<file path="src/rtl/multicycle_control.sv">
// Main sequencing FSM for the multicycle RV32I core: one datapath step per clock
// per instruction class, stalling on a single-outstanding memory handshake.
module multicycle_control (
    input  logic       clk,
    input  logic       rst_n,
    input  logic [6:0] opcode,
    input  logic       zero,
    input  logic       mem_ready,
    output logic       mem_req,
    output logic       mem_we,
    output logic       adr_src,
    output logic       ir_write,
    output logic       pc_write,
    output logic       reg_write,
    output logic [1:0] alu_src_a,
    output logic [1:0] alu_src_b,
    output logic [1:0] alu_op,
    output logic [1:0] result_src,
    output logic [1:0] imm_src,
    output logic       retire,
    output logic       illegal
);

    typedef enum logic [3:0] {
        S_RESET    = 4'd0,
        S_FETCH    = 4'd1,
        S_DECODE   = 4'd2,
        S_MEMADR   = 4'd3,
        S_MEMREAD  = 4'd4,
        S_MEMWB    = 4'd5,
        S_MEMWRITE = 4'd6,
        S_EXECR    = 4'd7,
        S_ALUWB    = 4'd8,
        S_EXECI    = 4'd9,
        S_JAL      = 4'd10,
        S_BEQ      = 4'd11,
        S_TRAP     = 4'd12
    } state_t;

    localparam logic [6:0] OP_LW  = 7'b0000011;
    localparam logic [6:0] OP_SW  = 7'b0100011;
    localparam logic [6:0] OP_R   = 7'b0110011;
    localparam logic [6:0] OP_I   = 7'b0010011;
    localparam logic [6:0] OP_JAL = 7'b1101111;
    localparam logic [6:0] OP_BEQ = 7'b1100011;

    state_t state_q, state_d;
    logic   pc_update;
    logic   branch;

    always_ff @(posedge clk or negedge rst_n) begin
        if (!rst_n) state_q <= S_RESET;
        else        state_q <= state_d;
    end

    always_comb begin
        state_d    = state_q;
        mem_req    = 1'b0;
        mem_we     = 1'b0;
        adr_src    = 1'b0;
        ir_write   = 1'b0;
        reg_write  = 1'b0;
        alu_src_a  = 2'b00;
        alu_src_b  = 2'b00;
        alu_op     = 2'b00;
        result_src = 2'b00;
        retire     = 1'b0;
        illegal    = 1'b0;
        pc_update  = 1'b0;
        branch     = 1'b0;

        case (opcode)
            OP_SW:   imm_src = 2'b01;
            OP_BEQ:  imm_src = 2'b10;
            OP_JAL:  imm_src = 2'b11;
            default: imm_src = 2'b00;
        endcase

        case (state_q)
            S_RESET: begin
                imm_src = 2'b00;
                state_d = S_FETCH;
            end
            S_FETCH: begin
                mem_req    = 1'b1;
                alu_src_b  = 2'b10;
                result_src = 2'b10;
                ir_write   = mem_ready;
                pc_update  = mem_ready;
                if (mem_ready) state_d = S_DECODE;
            end
            S_DECODE: begin
                // ALUOut <- oldPC + imm, the branch/jump target used later
                alu_src_a = 2'b01;
                alu_src_b = 2'b01;
                case (opcode)
                    OP_LW, OP_SW: state_d = S_MEMADR;
                    OP_R:         state_d = S_EXECR;
                    OP_I:         state_d = S_EXECI;
                    OP_JAL:       state_d = S_JAL;
                    OP_BEQ:       state_d = S_BEQ;
                    default:      state_d = S_TRAP;
                endcase
            end
            S_MEMADR: begin
                alu_src_a = 2'b10;
                alu_src_b = 2'b01;
                state_d   = (opcode == OP_SW) ? S_MEMWRITE : S_MEMREAD;
            end
            S_MEMREAD: begin
                mem_req = 1'b1;
                adr_src = 1'b1;
                if (mem_ready) state_d = S_MEMWB;
            end
            S_MEMWB: begin
                result_src = 2'b01;
                reg_write  = 1'b1;
                retire     = 1'b1;
                state_d    = S_FETCH;
            end
            S_MEMWRITE: begin
                mem_req = 1'b1;
                adr_src = 1'b1;
                mem_we  = mem_ready;
                retire  = mem_ready;
                if (mem_ready) state_d = S_FETCH;
            end
            S_EXECR: begin
                alu_src_a = 2'b10;
                alu_op    = 2'b10;
                state_d   = S_ALUWB;
            end
            S_EXECI: begin
                alu_src_a = 2'b10;
                alu_src_b = 2'b01;
                alu_op    = 2'b10;
                state_d   = S_ALUWB;
            end
            S_ALUWB: begin
                reg_write = 1'b1;
                retire    = 1'b1;
                state_d   = S_FETCH;
            end
            S_JAL: begin
                // PC <- target in ALUOut while the ALU forms oldPC+4 for the link
                alu_src_a = 2'b01;
                alu_src_b = 2'b10;
                pc_update = 1'b1;
                state_d   = S_ALUWB;
            end
            S_BEQ: begin
                alu_src_a = 2'b10;
                alu_op    = 2'b01;
                branch    = 1'b1;
                retire    = 1'b1;
                state_d   = S_FETCH;
            end
            S_TRAP: begin
                imm_src = 2'b00;
                illegal = 1'b1;
            end
            default: begin
                imm_src = 2'b00;
                state_d = S_RESET;
            end
        endcase
    end

    assign pc_write = pc_update | (branch & zero);

endmodule

</file>
<file path="config.mk">
export PLATFORM = sky130hd
export DESIGN_NAME = multicycle_control
export DESIGN_NICKNAME = d
export VERILOG_FILES = /design/src/rtl/multicycle_control.sv
export SDC_FILE = /design/constraint.sdc
export NUM_CORES = 1
export LEC_CHECK = 0
export CORE_MARGIN = 2
export CORE_UTILIZATION = 44
export DETAILED_ROUTE_END_ITERATION = 8
export GPL_TIMING_DRIVEN = 0
export PLACE_DENSITY = 0.84
export SLEW_MARGIN = 20
export SYNTH_ARGS = -nofsm -noshare
export SYNTH_HDL_FRONTEND = slang
export SYNTH_SLANG_ARGS = --single-unit
</file>
<file path="constraint.sdc">
create_clock -name clk -period 3.5 [get_ports clk]
set_input_delay 0.525 -clock clk [delete_from_list [all_inputs] [get_ports clk]]
set_output_delay 0.525 -clock clk [all_outputs]
set_load 0.01 [all_outputs]
</file>
# Word-level counts from Yosys, hierarchy flattened
# Index checks and enable logic that the tools add are counted.
[word_totals]
reg_bits = 4
in_bits = 11
out_inout_bits = 18
wordCells = 61
[op_classes]
eq_ne = 21
n_mux = 21
n_bitwise = 3
reduce_logical = 15
[ops]
columns = ["cell", "n"]
rows = [
  ["4-bit case mux with 8 select lines", 1],
  ["4-bit == test, second input constant", 5],
  ["4-bit case mux with 5 select lines", 1],
  ["4-bit by 3-bit == test with 1-bit output, second input constant", 4],
  ["2-bit case mux with 2 select lines", 4],
  ["7-bit by 6-bit == test with 1-bit output, second input constant", 2],
  ["7-bit == test, second input constant", 2],
  ["4-bit two-way mux", 3],
  ["2-bit OR reduction", 6],
  ["3-bit OR reduction", 4],
  ["11-bit OR reduction", 1],
  ["4-bit by 2-bit == test with 1-bit output, second input constant", 2],
  ["4-bit OR reduction", 2],
  ["7-bit by 2-bit == test with 1-bit output, second input constant", 1],
  ["7-bit by 5-bit == test with 1-bit output, second input constant", 1],
  ["1-bit two-way mux", 7],
  ["2-bit != test, second input constant", 3],
  ["2-bit case mux with 3 select lines", 1],
  ["4-bit by 1-bit == test with 1-bit output, second input constant", 1],
  ["4-bit logical NOT", 1],
  ["2-bit two-way mux", 2],
  ["1-bit case mux with 2 select lines", 2],
  ["4-bit AND reduction", 1],
  ["1-bit AND", 1],
  ["other kinds (2)", 2],
]

# Depth between registers and ports, before layout
[logic_depth]
ltp_word = 4
depth_mapped = 6
ltp_nobuf = 4

# Worst setup path after synthesis
# OpenSTA, ideal clock, no wires.
[synth_path]
path_type = "reg2out"
from = "register state_q[0]"
to = "output port retire"
arrival_ns = 1.232
t_required_ns = 2.975
path_slack_ns = 1.743
path_stages_with_launch = 5
n_path_buf = 1
path_cell_list = "dfrtp_1 -> clkbuf_8 -> nand2b_1 -> nor3_1 -> or3_1"
[synth_via]
elab_chain_len = 3
elab_cells_between_ends = 6
cone_classes = "eq/ne (4); mux (1); reduce/logical (1)"
[synth_lines]
columns = ["item", "line_no", "rtl"]
rows = [
  ["from (decl)", "47", "state_t state_q, state_d;"],
  ["from (signal assigned)", "53", "else state_q <= state_d;"],
  ["4-bit == test / 4-bit by 3-bit == test with 1-bit output (equally long branches)", "79", "case (state_q)"],
  ["3-bit OR reduction (no source line)", "--", ""],
  ["1-bit case mux with 2 select lines (*)", "79", ""],
  ["to (decl)", "20", "output logic retire,"],
]
# Every way passes the cells marked *; elsewhere a longest branch is shown, timed or not.

# Final worst setup path
[layout_path]
from = "input port opcode[1]"
to = "output port imm_src[1]"
[layout_via]
elab_chain_len = 3
elab_cells_between_ends = 5
cone_classes = "eq/ne (3); mux (2)"
[layout_lines]
columns = ["item", "line_no", "rtl"]
rows = [
  ["from (decl)", "6", "input logic [6:0] opcode,"],
  ["7-bit == test / 7-bit by 6-bit == test with 1-bit output (equally long branches)", "72", "case (opcode)"],
  ["2-bit case mux with 3 select lines (*)", "72", ""],
  ["2-bit two-way mux (*)", "79", ""],
  ["to (decl)", "19", "output logic [1:0] imm_src,"],
]
# Marks and branches as above.

==> metrics <==
Logic pwr share 0.800; clk_lat worst skew roughly 240 ps; routed vias about 760; f_max 372 MHz; Seq/Total Area, Yosys 0.153; cell area after synthesis between 600 and 700 um^2; commonest cells in the synthesized netlist a21oi_1 (8), nor2_1 (8), nand2b_1 (7); Final Critical Period about 2700 ps; vias in the first global route 656; Avg Inst Size Synth ~7.5 um^2; vias per cell approximately 5.7; Remaining DRCs 0; leak pwr approximately 0.4 nW; internal power ~0.4 mW; NetSw 0.294 mW; RSZ-0062 raised after global routing false; switch share 0.427; Worst EP arrival roughly 2200 ps; Slowest-stage cell, CP clkdlybuf4s50_1; first-pass GRT wire length 2.74 mm; fin. max-slew vios 0; Ports 29; Hold Path Class input port to async pin; Die Y 42.6 um; Setup crit end kind output pin; Largest regs state_q (4); top post-synthesis cells by area dfrtp_1 (15%), nand2b_1 (6.7%), a21oi_1 (6.1%); clock power share 0.082; fraction of registers with async set/reset 1.00; Die Wd about 43 um; worst slew pin tran roughly 370 ps; Final nets between 100 and 150; TritonCTS clock tree yes; post-cts resize count 0; IO Port Bufs 28; clock buffer depth 2; CP startpoint kind input port; ANT nets after route 0; area grow syn2layout 49.0%; DP Worst Slack around 790 ps; sequential power share 0.118; WP data required 2970 ps; Post-synth EDFFs 0; Synth cell types 36; Tcrit/Tclk final 0.769; worst setup margin 809 ps; overall routing resource usage 0.199; Fin. Hold Viols 0; drt pass-1 iters 4; Slew Limit Headroom 0.748; Post-synth top flop dfrtp_1; routed len/inst 12.3 um; Yosys reg bits 4; setup tns final 0 ps; largest net degree at the start of global routing 11; Largest Register state_q; # hold bufs at CTS 0; routability cong. between 0.7 and 0.8; Post-Syn Nets 99; kind of critical path input port to output pin; HPWL after DPL around 1.3 mm; CTS sink cnt 4; initial antenna violation count 0; max reg flops 4; htree depth 1; Max-Cap Viols 0; status complete, no violations; Fill cells between 100 and 150; cell area power density around 700 nW/um^2; die area approximately 1800 um^2; Synth Warn # 0; Hold Slack between 400 and 500 ps; final setup violating endpoints 0; post-synth top area cell dfrtp_1; Mapped Cells 88; Max stage delay on crit path around 530 ps; Remaining Overflow, GRT 0; post-synth top area share 0.153; Std-Cell Rows 13; Initial DRC Count 8; DRT Wirelength 1.65 mm; CTS clk-pin slew, worst paths ~40 ps; Antenna diodes 0; core area approximately 1400 um^2; clk root buf clkbuf_4; Num CTS Buffers 3; crit path cell chain clkdlybuf4s50_1 > and4b_1 > and3_1 > and3_1 > clkdlybuf4s50_1; Initial Utilization 0.486; skew final 7.46 ps; IR drop worst, VDD approximately 0.35 mV; postcts setup bufs 0; Max FO, Critical Path 3; layout cells sized above 1 0.143
area by class of cell:
cell class	instances	area, um^2	area share
inverters	1	3.75	0.00384
well taps	15	18.8	0.0192
plain buffers	8	76.3	0.0781
flip-flops and latches	4	100	0.102
clock buffers	3	22.5	0.0230
repair buffers	28	280	0.287
multi-input cells	75	475	0.487
final timing paths:
kind,from,end,slack [ps],depth (start not counted)
worst min register to register,state_q[1],state_q[2],750,4
max in group asynchronous,rst_n,state_q[1],2850,1
worst max-delay path,opcode[1],imm_src[1],810,5
worst min-delay path,rst_n,state_q[3],480,1
min in group clk,state_q[1],state_q[2],750,4
worst max register to register,state_q[2],state_q[1],2180,5
per-layer routing:
layer  global-route usage  up-vias  part of all wire
met4               0.0438        0                 0
li1                     -      380                 -
met3               0.0647        0             0.061
met2                0.369       27              0.53
met5                    0        -                 0
met1                0.215      352              0.41
placed cells by master (no fill, tap or decap), drive strengths merged, types with 5 or more instances in the layout:
master         count
clkdlybuf4s50     28
nor2               9
a21oi              9
nand2b             7
nor3               7
nand2              6
buf                6
nand3b             5
clkbuf             5
power by group through the flow:
| stage | sequential (mW) | clock (mW) | combinational (mW) |
|---|---|---|---|
| global route | 0.0835 | 0.0639 | 0.598 |
| detailed placement | 0.0812 | 0 | 0.550 |
| global placement | 0.0808 | 0 | 0.538 |
| floorplan | 0.0787 | 0 | 0.343 |
| finish | 0.0809 | 0.0566 | 0.550 |
| CTS | 0.0805 | 0.0592 | 0.552 |
worst max-delay path, delay by kind of cell:
family	cells	cell delay [ps]
simple gates	3	580
buf+inv	2	1060
logic make-up after synthesis:
group,share of synthesized area
AND/OR/NAND/NOR,0.502
flip-flops,0.153
buffers and inverters,0.122
multiplexers,0.0153
XOR/XNOR,0.0267
AO/OA/AOI/OAI,0.181
through the flow:
| stage | instances | total power [mW] | utilization | cell area [um^2] |
|---|---|---|---|---|
| 2_1_floorplan | 88 | 0.421 | - | 656 |
| 3_3_place_gp | 131 | 0.619 | 0.707 | 955 |
| 3_5_place_dp | 131 | 0.632 | 0.707 | 955 |
| 4_1_cts | 134 | 0.692 | 0.724 | 977 |
| 5_1_grt | 134 | 0.745 | 0.724 | 977 |
| 6_report | 134 | 0.688 | 0.724 | 977 |
(Power assumes the default switching activity.)
